==> config.mk <==
export PLATFORM = sky130hd
export DESIGN_NAME = spi_master_gen2_flat
export DESIGN_NICKNAME = d
export VERILOG_FILES = /design/src/rtl/spi_master_gen2_pkg.sv /design/src/rtl/spi_master_gen2_if.sv /design/src/rtl/spi_master_gen2_clk_gen.sv /design/src/rtl/spi_master_gen2.sv /design/src/flat_wrapper.sv
export SDC_FILE = /design/constraint.sdc
export NUM_CORES = 1
export LEC_CHECK = 0
export CELL_PAD_IN_SITES_DETAIL_PLACEMENT = 1
export CELL_PAD_IN_SITES_GLOBAL_PLACEMENT = 2
export CORE_ASPECT_RATIO = 1.25
export CORE_MARGIN = 2
export CORE_UTILIZATION = 35
export DETAILED_ROUTE_END_ITERATION = 6
export GPL_ROUTABILITY_DRIVEN = 1
export PLACE_DENSITY = 0.91
export SLEW_MARGIN = 10
export SYNTH_ARGS = -nofsm -noshare
export SYNTH_HDL_FRONTEND = slang
export SYNTH_HIERARCHICAL = 1
export SYNTH_SLANG_ARGS = --single-unit
==> constraint.sdc <==
create_clock -name clk -period 3.2 [get_ports clk]
set_input_delay 0.48 -clock clk [delete_from_list [all_inputs] [get_ports clk]]
set_output_delay 0.48 -clock clk [all_outputs]
set_load 0.03 [all_outputs]
==> src/rtl/spi_master_gen2_pkg.sv <==
// Shared types for the SPI master: FSM state encoding, latched SPI mode and a
// sizing helper for the chip-select index.
package spi_pkg;

  typedef enum logic [2:0] {
    StIdle  = 3'd0,
    StSetup = 3'd1,
    StLead  = 3'd2,
    StTrail = 3'd3,
    StHold  = 3'd4
  } spi_state_e;

  typedef struct packed {
    logic cpol;
    logic cpha;
  } spi_mode_t;

  // A single chip select still needs a one-bit index.
  function automatic int sel_width(input int n);
    return (n > 1) ? $clog2(n) : 1;
  endfunction

endpackage

==> src/rtl/spi_master_gen2_if.sv <==
// Host handshake plus SPI pin bundle for spi_master_gen2.
// Optional lsb_first control exists only when SPI_MASTER_LSB_FIRST_EN is defined.
interface spi_master_gen2_if #(
  parameter int DATA_W = 8,
  parameter int NUM_CS = 4,
  parameter int DIV_W  = 8
) ();
  import spi_pkg::*;

  localparam int CS_W = sel_width(NUM_CS);

  logic              start;
  logic [DATA_W-1:0] tx_data;
  logic              cpol;
  logic              cpha;
  logic [CS_W-1:0]   cs_sel;
  logic [DIV_W-1:0]  clk_div;
`ifdef SPI_MASTER_LSB_FIRST_EN
  logic              lsb_first;
`endif
  logic [DATA_W-1:0] rx_data;
  logic              tx_ready;
  logic              done;
  logic              busy;
  logic              sclk;
  logic              mosi;
  logic              miso;
  logic [NUM_CS-1:0] cs_n;

  modport master (
    input  start, tx_data, cpol, cpha, cs_sel, clk_div, miso,
`ifdef SPI_MASTER_LSB_FIRST_EN
    input  lsb_first,
`endif
    output rx_data, tx_ready, done, busy, sclk, mosi, cs_n
  );

  modport slave (
    output start, tx_data, cpol, cpha, cs_sel, clk_div, miso,
`ifdef SPI_MASTER_LSB_FIRST_EN
    output lsb_first,
`endif
    input  rx_data, tx_ready, done, busy, sclk, mosi, cs_n
  );

endinterface

==> src/rtl/spi_master_gen2_clk_gen.sv <==
// SCLK half-period timer: down-counter reloaded from the latched divider, with
// a one-cycle tick on the last cycle of every half-period.
module spi_clk_gen #(
  parameter int DIV_W = 8
) (
  input  logic             clk,
  input  logic             reset,
  input  logic             load,
  input  logic [DIV_W-1:0] load_val,
  input  logic             run,
  output logic             tick
);

  logic [DIV_W-1:0] div_q;
  logic [DIV_W-1:0] cnt_q;

  assign tick = run && (cnt_q == '0);

  // Counting down to zero avoids any overflow for an all-ones divider.
  always_ff @(posedge clk or posedge reset) begin
    if (reset) begin
      div_q <= '0;
      cnt_q <= '0;
    end else if (load) begin
      div_q <= load_val;
      cnt_q <= load_val;
    end else if (run) begin
      cnt_q <= tick ? div_q : cnt_q - DIV_W'(1);
    end
  end

endmodule

==> src/rtl/spi_master_gen2.sv <==
// SPI master, one DATA_W-bit full-duplex word per start, all four SPI modes.
// Define SPI_MASTER_LSB_FIRST_EN to add a per-transfer lsb_first control.
module spi_master_gen2 import spi_pkg::*; #(
  parameter int DATA_W = 8,
  parameter int NUM_CS = 4,
  parameter int DIV_W  = 8
) (
  input logic               clk,
  input logic               reset,
  spi_master_gen2_if.master bus
);

  localparam int CS_W  = sel_width(NUM_CS);
  localparam int BIT_W = $clog2(DATA_W);
  localparam logic [BIT_W-1:0] LastBit = BIT_W'(DATA_W - 1);

  spi_state_e        state_q, state_d;
  spi_mode_t         mode_q;
  logic [CS_W-1:0]   cs_q;
  logic [DATA_W-1:0] tx_sh_q;
  logic [DATA_W-1:0] rx_sh_q;
  logic [DATA_W-1:0] rx_data_q;
  logic [BIT_W-1:0]  bit_q;
  logic              done_q;

  logic              active;
  logic              accept;
  logic              tick;
  logic              last_bit;
  logic              lsb;
  logic              shift_tx;
  logic              sample_rx;
  logic              sclk;
  logic              mosi;
  logic [NUM_CS-1:0] cs_n;

  assign active   = (state_q != StIdle);
  assign accept   = !active && bus.start;
  assign last_bit = (bit_q == LastBit);

`ifdef SPI_MASTER_LSB_FIRST_EN
  logic lsb_q;

  always_ff @(posedge clk or posedge reset) begin
    if (reset) begin
      lsb_q <= 1'b0;
    end else if (accept) begin
      lsb_q <= bus.lsb_first;
    end
  end

  assign lsb = lsb_q;
`else
  assign lsb = 1'b0;
`endif

  spi_clk_gen #(
    .DIV_W(DIV_W)
  ) u_clk_gen (
    .clk     (clk),
    .reset   (reset),
    .load    (accept),
    .load_val(bus.clk_div),
    .run     (active),
    .tick    (tick)
  );

  always_comb begin
    state_d = state_q;
    unique case (state_q)
      StIdle:  if (bus.start) state_d = StSetup;
      StSetup: if (tick) state_d = StLead;
      StLead:  if (tick) state_d = StTrail;
      StTrail: if (tick) state_d = last_bit ? StHold : StLead;
      StHold:  if (tick) state_d = StIdle;
      default: state_d = StIdle;
    endcase
  end

  // CPHA=0 launches on the trailing edge and captures on the leading one;
  // CPHA=1 is the mirror image, with the first bit already on the line.
  always_comb begin
    shift_tx  = 1'b0;
    sample_rx = 1'b0;
    if (tick) begin
      if (mode_q.cpha) begin
        shift_tx  = (state_q == StLead) && (bit_q != '0);
        sample_rx = (state_q == StTrail);
      end else begin
        shift_tx  = (state_q == StTrail) && !last_bit;
        sample_rx = (state_q == StLead);
      end
    end
  end

  always_ff @(posedge clk or posedge reset) begin
    if (reset) begin
      state_q <= StIdle;
    end else begin
      state_q <= state_d;
    end
  end

  always_ff @(posedge clk or posedge reset) begin
    if (reset) begin
      mode_q    <= '0;
      cs_q      <= '0;
      tx_sh_q   <= '0;
      rx_sh_q   <= '0;
      rx_data_q <= '0;
      bit_q     <= '0;
      done_q    <= 1'b0;
    end else begin
      done_q <= (state_q == StHold) && tick;
      if (accept) begin
        mode_q  <= {bus.cpol, bus.cpha};
        cs_q    <= bus.cs_sel;
        tx_sh_q <= bus.tx_data;
        rx_sh_q <= '0;
        bit_q   <= '0;
      end else begin
        if (shift_tx) begin
          tx_sh_q <= lsb ? (tx_sh_q >> 1) : (tx_sh_q << 1);
        end
        if (sample_rx) begin
          rx_sh_q <= lsb ? {bus.miso, rx_sh_q[DATA_W-1:1]} : {rx_sh_q[DATA_W-2:0], bus.miso};
        end
        if (tick && (state_q == StTrail) && !last_bit) begin
          bit_q <= bit_q + BIT_W'(1);
        end
        // Only a transfer that reaches the end of HOLD publishes its word.
        if (tick && (state_q == StHold)) begin
          rx_data_q <= rx_sh_q;
        end
      end
    end
  end

  always_comb begin
    sclk = bus.cpol;
    mosi = 1'b0;
    cs_n = '1;
    if (active) begin
      sclk = (state_q == StTrail) ? ~mode_q.cpol : mode_q.cpol;
      mosi = lsb ? tx_sh_q[0] : tx_sh_q[DATA_W-1];
      // An out-of-range index matches no line, so every select stays high.
      for (int i = 0; i < NUM_CS; i++) begin
        cs_n[i] = (cs_q == CS_W'(i)) ? 1'b0 : 1'b1;
      end
    end
  end

  assign bus.sclk     = sclk;
  assign bus.mosi     = mosi;
  assign bus.cs_n     = cs_n;
  assign bus.rx_data  = rx_data_q;
  assign bus.done     = done_q;
  assign bus.tx_ready = !active;
  assign bus.busy     = active;

endmodule
==> src/flat_wrapper.sv <==
// flat-port wrapper written by rule: the top's interface ports become plain ports
module spi_master_gen2_flat import spi_pkg::*;
#(
  parameter int DATA_W = 8,
  parameter int NUM_CS = 4,
  parameter int DIV_W  = 8
)
  (clk, reset, bus_start, bus_tx_data, bus_cpol, bus_cpha, bus_cs_sel, bus_clk_div, bus_miso, bus_rx_data, bus_tx_ready, bus_done, bus_busy, bus_sclk, bus_mosi, bus_cs_n);
  spi_master_gen2_if #(.DATA_W(DATA_W), .NUM_CS(NUM_CS), .DIV_W(DIV_W)) bus_i ();
  input logic clk;
  input logic reset;
  input wire logic [$bits(bus_i.start)-1:0] bus_start;
  input wire logic [$bits(bus_i.tx_data)-1:0] bus_tx_data;
  input wire logic [$bits(bus_i.cpol)-1:0] bus_cpol;
  input wire logic [$bits(bus_i.cpha)-1:0] bus_cpha;
  input wire logic [$bits(bus_i.cs_sel)-1:0] bus_cs_sel;
  input wire logic [$bits(bus_i.clk_div)-1:0] bus_clk_div;
  input wire logic [$bits(bus_i.miso)-1:0] bus_miso;
  output wire logic [$bits(bus_i.rx_data)-1:0] bus_rx_data;
  output wire logic [$bits(bus_i.tx_ready)-1:0] bus_tx_ready;
  output wire logic [$bits(bus_i.done)-1:0] bus_done;
  output wire logic [$bits(bus_i.busy)-1:0] bus_busy;
  output wire logic [$bits(bus_i.sclk)-1:0] bus_sclk;
  output wire logic [$bits(bus_i.mosi)-1:0] bus_mosi;
  output wire logic [$bits(bus_i.cs_n)-1:0] bus_cs_n;
  assign bus_i.start = bus_start;
  assign bus_i.tx_data = bus_tx_data;
  assign bus_i.cpol = bus_cpol;
  assign bus_i.cpha = bus_cpha;
  assign bus_i.cs_sel = bus_cs_sel;
  assign bus_i.clk_div = bus_clk_div;
  assign bus_i.miso = bus_miso;
  assign bus_rx_data = bus_i.rx_data;
  assign bus_tx_ready = bus_i.tx_ready;
  assign bus_done = bus_i.done;
  assign bus_busy = bus_i.busy;
  assign bus_sclk = bus_i.sclk;
  assign bus_mosi = bus_i.mosi;
  assign bus_cs_n = bus_i.cs_n;
  spi_master_gen2 #(.DATA_W(DATA_W), .NUM_CS(NUM_CS), .DIV_W(DIV_W)) u_core (.clk(clk), .reset(reset), .bus(bus_i));
endmodule
# Word-level counts from Yosys, hierarchy flattened
# Index checks and enable logic that the tools add are counted.
# Widths: inputs -> output; s select.
[op_classes]
n_reduce_logical = 20
n_addsub = 2
bitwise_logic = 2
n_shift = 0
eq_ne = 13
order_cmp = 0
n_div = 0
n_mul = 0
n_mux = 28
[ops]
columns = ["op", "n"]
rows = [
  ["$mux 8", 7],
  ["$mux 3", 8],
  ["$pmux 3 s5", 1],
  ["$mux 1", 11],
  ["$logic_not 8->1", 1],
  ["$ne 2x1->1 const B", 4],
  ["$reduce_bool 2->1", 4],
  ["$sub 8x1->8 const B", 1],
  ["$logic_and 1x1->1", 7],
  ["$eq 3x2->1 const B", 2],
  ["$eq 3x3->1 const B", 2],
  ["$reduce_bool 3->1", 2],
  ["$reduce_and 5->1", 1],
  ["$eq 2x2->1 const B", 2],
  ["$mux 4", 1],
  ["$add 3x1->3 const B", 1],
  ["$eq 3x1->1 const B", 1],
  ["$logic_not 3->1", 1],
  ["$eq 2x1->1 const B", 1],
  ["$logic_not 1->1", 2],
  ["$logic_not 2->1", 1],
  ["$ne 2x2->1 const B", 1],
  ["$not 1->1", 2],
  ["$reduce_and 2->1", 1],
]
[totals]
memories = 0
romBits = 0
ram_bits = 0
in_bits = 24
latchBits = 0
word_cells = 76
output_inout_bits = 17
ff_bits = 51

# Logic depth before layout (Yosys ltp)
[depth]
depth_word = 7
mapped_depth = 13
ltp_nobuf = 9

# Hierarchy
# Netlist, hierarchy kept.
[modules_own_cells]
columns = ["mod", "seq_area_each_um2", "area_per_inst_um2", "n_inst", "cells_per_inst"]
rows = [
  ["spi_master_gen2", 875.8, 1721.7, 1, 152],
  ["spi_clk_gen", 400.4, 905.9, 1, 89],
]

# Worst setup path before layout
# Ideal clock, no wire load.
[synth_timing]
path_kind = "flip-flop to flip-flop"
start = "register u_core.u_clk_gen.cnt_q[3]"
end = "register u_core.rx_sh_q[0]"
arrival_time_ns = 2.340
setup_ns = 0.119
path_slack_ns = 0.741
t_required_ns = 3.081
path_stages_with_launch = 11
period_less_slack_ns = 2.459
path_buffers = 3
path_cell_list = "dfrtp_1 or4_4 or3_1 buf_6 inv_4 and3b_1 buf_2 and2_1 buf_4 mux2i_1 nor2_1"
[synth_between]
elab_chain_cells = 4
[synth_rtl]
columns = ["element", "line_no", "rtl"]
rows = [
  ["start, declared", "spi_master_gen2_clk_gen.sv:15", "logic [DIV_W-1:0] cnt_q;"],
  ["start signal, assigned", "spi_master_gen2_clk_gen.sv:26", "cnt_q <= load_val;"],
  ["start signal, assigned", "spi_master_gen2_clk_gen.sv:28", "cnt_q <= tick ? div_q : cnt_q - DIV_W'(1);"],
  ["$logic_not 8->1", "spi_master_gen2_clk_gen.sv:17", "assign tick = run && (cnt_q == '0);"],
  ["$logic_and 1x1->1", "spi_master_gen2_clk_gen.sv:17", ""],
  ["net u_core.tick", "spi_master_gen2.sv:28", "logic tick;"],
  ["$mux 1", "spi_master_gen2.sv:85", "if (tick) begin"],
  ["$reduce_bool 2->1 (no source line)", "--", ""],
  ["end signal, assigned", "spi_master_gen2.sv:126", "rx_sh_q <= lsb ? {bus.miso, rx_sh_q[DATA_W-1:1]} : {rx_sh_q[DATA_W-2:0], bus.miso};"],
  ["end, declared", "spi_master_gen2.sv:21", "logic [DATA_W-1:0] rx_sh_q;"],
]
# The timed path passes the listed nets, and every way through them passes these cells.
# A chain may end at the register's enable or synchronous reset.

# Final worst setup path
[layout_timing]
start = "register u_core.u_clk_gen.cnt_q[2]"
end = "register u_core.rx_sh_q[0]"
# The elaborated chain is that of the path after synthesis.

==> results.md <==
- Synth unique cells: 55
- Critical path class: flip-flop to flip-flop
- Req. time, crit path: 3370 ps
- GP Congestion: 0.808
- Final slew viol count: 0
- CTS H-tree depth: 2
- Ys Warns: 6
- Top-count cell post-synth: dfrtp_1
- Die area: 0.00822 sq mm
- Port bufs: 40
- Die width: 81.5 um
- Peak VDD IR: 0.000198 V
- Post-synth ARST share: 1.00
- Setup tns final: 0 ps
- Routed Antenna Nets: 0
- Largest net degree at the start of global routing: 55
- CTS tree: built
- Starting Density: 0.359
- Num CTS Buffers: 5
- Fillers: 807
- Die height: 101 um
- Post-CTS Setup Bufs: 0
- Clock root buffer: clkbuf_8
- Power density over cell area: 356 mW/mm^2
- Top post-synthesis cells by area: dfrtp_1 (49%), mux2_2 (7.7%), mux2i_1 (6.1%)
- CTS Hold Bufs: 0
- Post-Layout Cell Count: 371
- Post-DR vias/cell: 5.14
- Clk Latency, worst-skew pair: 300 ps
- # diodes: 0
- Max Cap Viol: 0
- Slew headroom: 0.544
- Gr ovfl total: 0
- Status: completed
- Bufs on Longest Clock Path: 2
- Clk_skew: 8.97 ps
- CP Max Fanout: 8
- WP data arrival: 2920 ps
- Initial antenna violation count: 0
- Synthesized area per cell: 10.9 sq um
- Nets: 308
- Post-layout util: 0.435
- Layout Area Growth over Synthesis: 21.1%
- Period utilization: 0.861
- Ports: 41
- Vias in the first global route: 1981
- 1st-iter DRT viols: 96
- Number of synthesized register bits: 51
- Initial DRT Pass Iterations: 4
- Pleak: 1.42 nW
- Layout cells sized above 1: 0.147
- Worst slack, placed: 470 ps
- Syn Inst Count: 241
- Synthesized Nets: 270
- Element type at the critical path start: flip-flop
- Min Hold Slack: 516 ps
- Setup ws final: 444 ps
- Setup-failing EPs final: 0
- Post-route minimum period: 2760 ps
- Cell Rows: 35
- CORE AREA: 0.00731 sq mm
- Sink Count: 51
- Clk pin slew, worst setup/hold paths: 90 ps
- Least-Margin Pin Slew: 683 ps
- Post-synth EDFFs: 0
- Mapped cell area: 0.00263 sq mm
- Seq/Total Area, Yosys: 0.486
- Cells after DPL: 364
- Hold crit path type: flip-flop to flip-flop
- Max frequency: 363 MHz
- Synth top cells by count: dfrtp_1 (51), nor2_1 (25), mux2_2 (18)
- Total GRT Usage: 0.157
- Primary FF master, synth: dfrtp_1
- Via count: 1906
- Wire per inst: 16.0 um
- Dpl hpwl: 4.25 mm
- Hold Fails Final Rpt: 0
- Resize count post-CTS: 0
- RSZ-0062 raised after global routing: false
- Largest area contributor in the netlist: dfrtp_1
- Endpoint type of the worst setup path: flip-flop
- Global-route wire length before repair: 10.0 mm
- Synth top area share: 0.486
- DRC violations left: 0
- Routed wire length: 5.95 mm
[where the power goes]
group | switching (mW) | leakage, nW | internal [mW]
registers | 0 | 0.630 | 0.644
clock network | 0.214 | 0.0502 | 0.229
logic | 0.0196 | 0.739 | 0.0270
[worst max-delay path, stage by stage, from the launching register on]
cell     delay, ps
dfrtp_1        460
or4_4          580
or3_1          530
inv_4          140
and3b_1        190
and2_1         420
mux2i_1        250
nor2_1          50
[stage by stage]
| stage | instance area (sq um) | power (mW) |
|---|---|---|
| 2_1_floorplan | 2630 | 0.667 |
| 3_3_place_gp | 3080 | 0.704 |
| 3_5_place_dp | 3080 | 0.705 |
| 4_1_cts | 3180 | 1.15 |
| 5_1_grt | 3180 | 1.19 |
| 6_report | 3180 | 1.13 |
[worst paths after layout]
check / startpoint / to / slack (ps) / cells past startpoint
setup / recovery: u_core/u_clk_gen/cnt_q[2] / u_core/rx_sh_q[0] / 440 / 7
hold / removal: u_core/bus.rx_data[4] / u_core/bus.rx_data[4] / 520 / 1
setup reg to reg: u_core/u_clk_gen/cnt_q[2] / u_core/rx_sh_q[0] / 440 / 7
hold reg to reg: u_core/bus.rx_data[4] / u_core/bus.rx_data[4] / 520 / 1
max in group asynchronous: reset / u_core/cs_q[0] / 1990 / 3
min in group asynchronous: reset / u_core/u_clk_gen/div_q[6] / 580 / 2
[sequential cells by signal (all words and copies together) (netlist names)]
name	flops
u_core/bit_q	3
u_core/bus.done	1
u_core/bus.rx_data	8
u_core/cs_q	2
u_core/mode_q	2
u_core/rx_sh_q	8
u_core/state_q	3
u_core/tx_sh_q	8
u_core/u_clk_gen/cnt_q	8
u_core/u_clk_gen/div_q	8
[kinds of logic (layout without fill, tap and decap cells)]
| kind of cell | Yosys count | after routing | synth area share |
|---|---|---|---|
| buffers and inverters | 27 | 65 | 0.0590 |
| AND/OR/NAND/NOR | 79 | 79 | 0.168 |
| adder cells (fa/ha/maj) | 5 | 5 | 0.0238 |
| AO/OA/AOI/OAI | 41 | 41 | 0.112 |
| multiplexers | 34 | 34 | 0.138 |
| XOR/XNOR | 4 | 4 | 0.0133 |
| flip-flops | 51 | 51 | 0.486 |
[routing by layer]
| layer | part of all wire | track usage |
|---|---|---|
| met5 | 0 | 0 |
| met3 | 0.042 | 0.0296 |
| met1 | 0.46 | 0.215 |
| met2 | 0.48 | 0.255 |
| met4 | 0.011 | 0.0430 |
[placed cells by master, fill, tap and decap left out, types with 5 or more instances in the layout]
master and n:
ha_1 5, clkdlybuf4s50_1 40, mux2i_1 16, o21ai_0 7
a221o_1 7, nand2_1 14, mux2_2 18, o21ai_1 5
dfrtp_1 51, and2b_1 5, clkbuf_8 5, inv_1 11
nand2b_1 6, nor2_1 25
[area by class of cell]
class | instances | area [sq um] | share of cell area
clock inverters | 2 | 37.5 | 0.0118
repair buffers | 44 | 430 | 0.135
inverters | 14 | 57.6 | 0.0181
flip-flops and latches | 51 | 1280 | 0.401
clock buffers | 5 | 68.8 | 0.0216
well taps | 92 | 115 | 0.0362
multi-input cells | 163 | 1200 | 0.376
(Power assumes the default switching activity.)
